### src/rtl/maze_pkg.sv
// Shared types for the maze map memory: coordinate width, map size, FSM states.
// Latency: n/a (types and constants only).
// Backpressure: n/a.
package maze_pkg;

  localparam int CW    = 4;
  localparam int MAP_N = 1 << CW;

  typedef logic [CW-1:0] coord_t;

  typedef enum logic [1:0] {
    IDLE  = 2'd0,
    LOAD  = 2'd1,
    READY = 2'd2
  } map_state_t;

endpackage

### src/rtl/maze_map_array.sv
// 2^CW x 2^CW bit storage: one row-wide write port, one bit write port, one registered bit read.
// Latency: writes land on the clock edge; read data is valid one edge after rd_en.
// Backpressure: none; every enabled access is performed in its cycle.
//
// Ports:
//   CLK, RST      clock / async active-low clear of every cell and the read register
//   row_we/sel/dat  full-row write (map load)
//   bit_we/x/y/dat  single-cell write
//   rd_en/x/y       single-cell read request; rd_dat holds until the next rd_en
module maze_map_array
  import maze_pkg::*;
#(
  parameter int CW = maze_pkg::CW
) (
  input  logic              CLK,
  input  logic              RST,
  input  logic              row_we,
  input  logic [CW-1:0]     row_sel,
  input  logic [(1<<CW)-1:0] row_dat,
  input  logic              bit_we,
  input  logic [CW-1:0]     bit_x,
  input  logic [CW-1:0]     bit_y,
  input  logic              bit_dat,
  input  logic              rd_en,
  input  logic [CW-1:0]     rd_x,
  input  logic [CW-1:0]     rd_y,
  output logic              rd_dat
);

  localparam int N = 1 << CW;

  // mem[y][x]: row-major so a whole row is one packed slice.
  logic [N-1:0][N-1:0] mem;

  always_ff @(posedge CLK or negedge RST) begin
    if (!RST) begin
      mem <= '0;
    end else begin
      if (row_we) begin
        mem[row_sel] <= row_dat;
      end
      if (bit_we) begin
        mem[bit_y][bit_x] <= bit_dat;
      end
    end
  end

  // Sampling the pre-edge contents gives read-before-write on a same-cell RD+WR.
  always_ff @(posedge CLK or negedge RST) begin
    if (!RST) begin
      rd_dat <= 1'b0;
    end else if (rd_en) begin
      rd_dat <= mem[rd_y][rd_x];
    end
  end

endmodule

### src/rtl/maze_map_memory.sv
// Mouse-facing maze map memory with a row-serial load port and load-sequencing FSM.
// Latency: reads return one edge after RD; LoadDone pulses the cycle after the last row.
// Backpressure: none; Busy flags LOAD, during which RD/WR are ignored.
//
// Ports:
//   CLK, RST                 clock / async active-low reset (clears map, FSM, counters)
//   LoadStart, LoadValid, LoadRow   start (or restart) a load, then one row per valid cycle
//   LoadDone, Busy           load complete pulse / load in progress
//   poseX, poseY, RD, WR, MapWrData, MapRdData   mouse access port
//   ProtErr                  only with MAP_PROTECT_EN: pulses on a suppressed write to
//                            the start cell (0,0) or target cell (max,max)
module maze_map_memory
  import maze_pkg::*;
#(
  parameter int CW = maze_pkg::CW
) (
  input  logic               CLK,
  input  logic               RST,
  input  logic               LoadStart,
  input  logic               LoadValid,
  input  logic [(1<<CW)-1:0] LoadRow,
  output logic               LoadDone,
  output logic               Busy,
  input  logic [CW-1:0]      poseX,
  input  logic [CW-1:0]      poseY,
  input  logic               RD,
  input  logic               WR,
  input  logic               MapWrData,
  output logic               MapRdData
`ifdef MAP_PROTECT_EN
  ,
  output logic               ProtErr
`endif
);

  localparam logic [CW-1:0] CMAX = '1;

  map_state_t    state_q, state_d;
  logic [CW-1:0] row_cnt_q, row_cnt_d;
  logic          done_d;
  logic          row_we;
  logic          access_ok;
  logic          rd_en;
  logic          wr_hit;
  logic          bit_we;

  always_ff @(posedge CLK or negedge RST) begin
    if (!RST) begin
      state_q   <= IDLE;
      row_cnt_q <= '0;
      LoadDone  <= 1'b0;
    end else begin
      state_q   <= state_d;
      row_cnt_q <= row_cnt_d;
      LoadDone  <= done_d;
    end
  end

  always_comb begin
    state_d   = state_q;
    row_cnt_d = row_cnt_q;
    done_d    = 1'b0;
    row_we    = 1'b0;
    case (state_q)
      IDLE, READY: begin
        if (LoadStart) begin
          state_d   = LOAD;
          row_cnt_d = '0;
        end
      end
      LOAD: begin
        // A restart takes priority over a row offered in the same cycle.
        if (LoadStart) begin
          row_cnt_d = '0;
        end else if (LoadValid) begin
          row_we    = 1'b1;
          row_cnt_d = row_cnt_q + 1'b1;  // wraps to 0 on the last row
          if (row_cnt_q == CMAX) begin
            state_d = READY;
            done_d  = 1'b1;
          end
        end
      end
      default: state_d = IDLE;
    endcase
  end

  assign Busy      = (state_q == LOAD);
  assign access_ok = (state_q != LOAD);
  assign rd_en     = RD & access_ok;
  assign wr_hit    = WR & access_ok;

`ifdef MAP_PROTECT_EN
  logic prot_cell;
  assign prot_cell = ((poseX == '0)   && (poseY == '0)) ||
                     ((poseX == CMAX) && (poseY == CMAX));
  assign bit_we    = wr_hit & ~prot_cell;

  always_ff @(posedge CLK or negedge RST) begin
    if (!RST) begin
      ProtErr <= 1'b0;
    end else begin
      ProtErr <= wr_hit & prot_cell;
    end
  end
`else
  assign bit_we = wr_hit;
`endif

  maze_map_array #(.CW(CW)) u_array (
    .CLK     (CLK),
    .RST     (RST),
    .row_we  (row_we),
    .row_sel (row_cnt_q),
    .row_dat (LoadRow),
    .bit_we  (bit_we),
    .bit_x   (poseX),
    .bit_y   (poseY),
    .bit_dat (MapWrData),
    .rd_en   (rd_en),
    .rd_x    (poseX),
    .rd_y    (poseY),
    .rd_dat  (MapRdData)
  );

endmodule

### config.mk
export PLATFORM = sky130hd
export DESIGN_NAME = maze_map_memory
export DESIGN_NICKNAME = d
export VERILOG_FILES = /design/src/rtl/maze_pkg.sv /design/src/rtl/maze_map_array.sv /design/src/rtl/maze_map_memory.sv
export SDC_FILE = /design/constraint.sdc
export NUM_CORES = 1
export LEC_CHECK = 0
export ABC_AREA = 0
export CAP_MARGIN = 30
export CORE_UTILIZATION = 25
export CTS_CLUSTER_SIZE = 25
export DETAILED_ROUTE_END_ITERATION = 8
export HOLD_SLACK_MARGIN = 0.05
export PLACE_DENSITY = 0.5
export SYNTH_ARGS = -nofsm -noshare
export SYNTH_HDL_FRONTEND = slang
export SYNTH_HIERARCHICAL = 1
export SYNTH_SLANG_ARGS = --single-unit
### constraint.sdc
create_clock -name CLK -period 7.3 [get_ports CLK]
set_clock_uncertainty 0.1 [all_clocks]
set_input_delay 0.73 -clock CLK [delete_from_list [all_inputs] [get_ports CLK]]
set_output_delay 0.73 -clock CLK [all_outputs]
set_load 0.005 [all_outputs]
==> impl_metrics.ini <==
[outcome]
status = complete, no violations

[sta]
finalWorstSetupSlack_ns = 3.79
hold-worst-slack_ns = 0.0298
relSlewSlack = 0.298
finalHoldViolCount = 0
period_needed_ns = 3.51
min_period_over_period = 0.481
worst_pin_slew_ns = 1.05
clock.fmax_mhz = 285
slew_violations = 0
rsz0062_at_grt = false
fin_setup_tns_ns = 0
setup_violations = 0

[critical_path]
crit_path_end_kind = flip-flop
cp.arrival_ns = 3.94
start_kind = flip-flop
crit_start = state_q[1]
cp_max_fo = 27
cp.required_ns = 7.72
rr_startpoint = state_q[1]
path_class = flip-flop to flip-flop

[clocking]
cts_sinks = 264
cts_resized = 0
clk_latency_ns = 0.60
h-tree-depth = 1
cts_tree = done
cts_buffers = 31
clockRootBuffer = clkbuf_16
postCtsSetupRepairBufs = 0
clockBufferDepth = 3
clkSlewWorstSetupHoldPaths_ns = 0.06
cts_hold_buf = 0

[pwr]
p_int_mw = 2.90
power.share.clock = 0.399
seqPwrFrac = 0.436
p_switching_mw = 1.11
peakVddDrop_uv = 140
p_sw_frac = 0.276
power_density_nw_per_um2 = 222
leakage_nw = 7.20
p_comb_frac = 0.165

[yosys]
synth_area_per_cell_um2 = 9.79
synth_seq_cells = 264
synth_top_family_by_area = multiplexers
ys_types = 56
synthTopCellsByArea = dfrtp_1 42%, mux2i_1 17%, o21ai_0 7.6%, mux4_2 6.4%, o31a_1 6.0%
synth_area_leader_cell = dfrtp_1
synth_seq_area_share = 0.416
syn-cell-area_um2 = 15900
synth_nets = 1656
yosys.area_share.simple = 0.115
netlist_instances = 1624
yosys.area_share.adder = 0.000787
synth_compound_area_frac = 0.175
yosysTopAreaCellShare = 0.416
synth_xor_area_frac = 0
yosys-mux-area-fraction = 0.248
yosys_warnings = 6

[layout]
drive_above_1_share = 0.0996
area.growth.synth_to_final_pct = 13.7
nFillCells = 6541
nets = 1605

[drt]
dr.pass1.iters = 6
wirelength_um = 57500
drtIter0Drc = 1383
vias_per_cell = 5.27
wl_per_cell_um = 23.5
ant_nets = 0
vias = 12885
drc = 0

[global_route]
overflow = 0
grt_pass1_vias = 12552
track_usage = 0.178
antenna_found_initial = 3
grt_pass1_wl_um = 85400
grt_start_max_net_pins = 86

[floorplan]
die_h_um = 254
dieArea_um2 = 64600
ios = 34
rows = 92
placeableCoreArea_um2 = 63000
start_util = 0.252
die_w_um = 254

[placement]
gp_congestion = 0.876
numPortBuffers = 33
hpwl_um = 35000
pre_cts_slack_ns = 3.47

[hold_path]
hold_class = primary input to async pin

[run]
cap_viol_max_count = 0
-- placed cells by master, fill, tap and decap left out, types with 10 or more instances in the layout --
cell type        instances
o21ai_0                241
a21oi_1                 21
nor2b_1                 25
o31a_1                 109
clkbuf_16               31
clkdlybuf4s50_1         27
mux2i_1                275
nand2b_1                14
nand2_1                175
dfrtp_1                264
buf_4                   41
nand3_1                 14
mux4_2                  45
a221oi_1                16
o221ai_1                10
nor2_1                 153
clkbuf_1                12
-- layer usage --
layer,share of wire,track usage
met5,0.00017,0
met4,0.028,0.0551
met3,0.064,0.0288
met1,0.45,0.250
met2,0.46,0.279
-- state kept, by name, indices dropped and copies added (netlist names) --
signal / cells
u_array/mem: 256
row_cnt_q: 4
state_q: 2
LoadDone: 1
u_array/rd_dat: 1
-- power by group through the flow --
| stage | clock, mW | combinational [mW] | sequential [mW] |
|---|---|---|---|
| after floorplan | 0 | 0.466 | 1.73 |
| after global placement | 0 | 0.640 | 1.77 |
| after CTS | 1.63 | 0.659 | 1.75 |
| final | 1.60 | 0.661 | 1.75 |
| after global routing | 1.69 | 0.728 | 1.77 |
| after detailed placement | 0 | 0.658 | 1.77 |
-- area by class of cell --
type / instances / area, um2 / share of cell area
sequential: 264 / 6610 / 0.366
multi-input combinational: 1190 / 8600 / 0.476
clock inverter: 5 / 90.1 / 0.00499
clock buffer: 52 / 945 / 0.0523
timing repair buffer: 78 / 731 / 0.0405
inverter: 8 / 30.0 / 0.00166
tap: 846 / 1060 / 0.0586
antenna: 1 / 2.50 / 0.000139
-- worst paths after layout --
| kind | to | slack, ns | depth (start not counted) |
|---|---|---|---|
| setup / recovery | u_array/mem[132] | 3.79 | 7 |
| hold / removal | u_array/mem[36] | 0.03 | 1 |
| setup reg to reg | u_array/mem[132] | 3.79 | 7 |
| hold reg to reg | u_array/mem[157] | 0.47 | 2 |
| max in group asynchronous | u_array/mem[43] | 5.64 | 2 |
| min in group CLK | u_array/mem[157] | 0.47 | 2 |
-- cells in the mapped netlist, drive strengths merged --
master / number
nor4: 5
a221oi: 16
mux2i: 275
a21o: 1
o32a: 1
a211o: 1
buf: 30
o311ai: 4
mux2: 1
a32oi: 1
inv: 8
o21ai: 242
nand2: 176
a211oi: 2
dfrtp: 264
ha: 1
o221ai: 10
nor2b: 26
a311o: 1
a311oi: 2
or3: 2
a2111oi: 1
nand2b: 14
o22ai: 6
o41ai: 1
a21oi: 21
mux4: 51
clkbuf: 132
nor4b: 2
and2: 5
nor3b: 1
o211ai: 3
or2: 1
nor2: 162
and3: 2
o31a: 109
a22oi: 5
o32ai: 3
nand4: 4
a21bo: 1
a22o: 2
nand3: 15
a21boi: 1
nand3b: 5
nor3: 8
-- through the flow --
| stage | util | power, mW | instance area [um2] | cells |
|---|---|---|---|---|
| floorplan | - | 2.20 | 15900 | 1624 |
| finish | 0.287 | 4.01 | 18100 | 2444 |
| detailed placement | 0.269 | 2.43 | 17000 | 2381 |
| CTS | 0.286 | 4.04 | 18000 | 2438 |
| global placement | 0.268 | 2.41 | 16900 | 2379 |
| global route | 0.287 | 4.18 | 18100 | 2443 |
-- logic make-up (layout without fill, tap and decap cells) --
family,count (synthesis),in the layout
other cells,0,1
buf+inv,170,143
flops,264,264
fa+ha+maj,1,1
mux,327,327
compound gates,434,434
simple gates,428,428
-- worst max-delay path, cell delays in order (launching register included) --
cell	delay (ns)
dfrtp_1	0.50
nand2b_1	0.43
and2_2	0.23
inv_1	0.07
nor3_1	0.74
nand2_1	0.75
o21ai_0	0.43
o31a_1	0.20
Power figures use the tool's default switching activity.
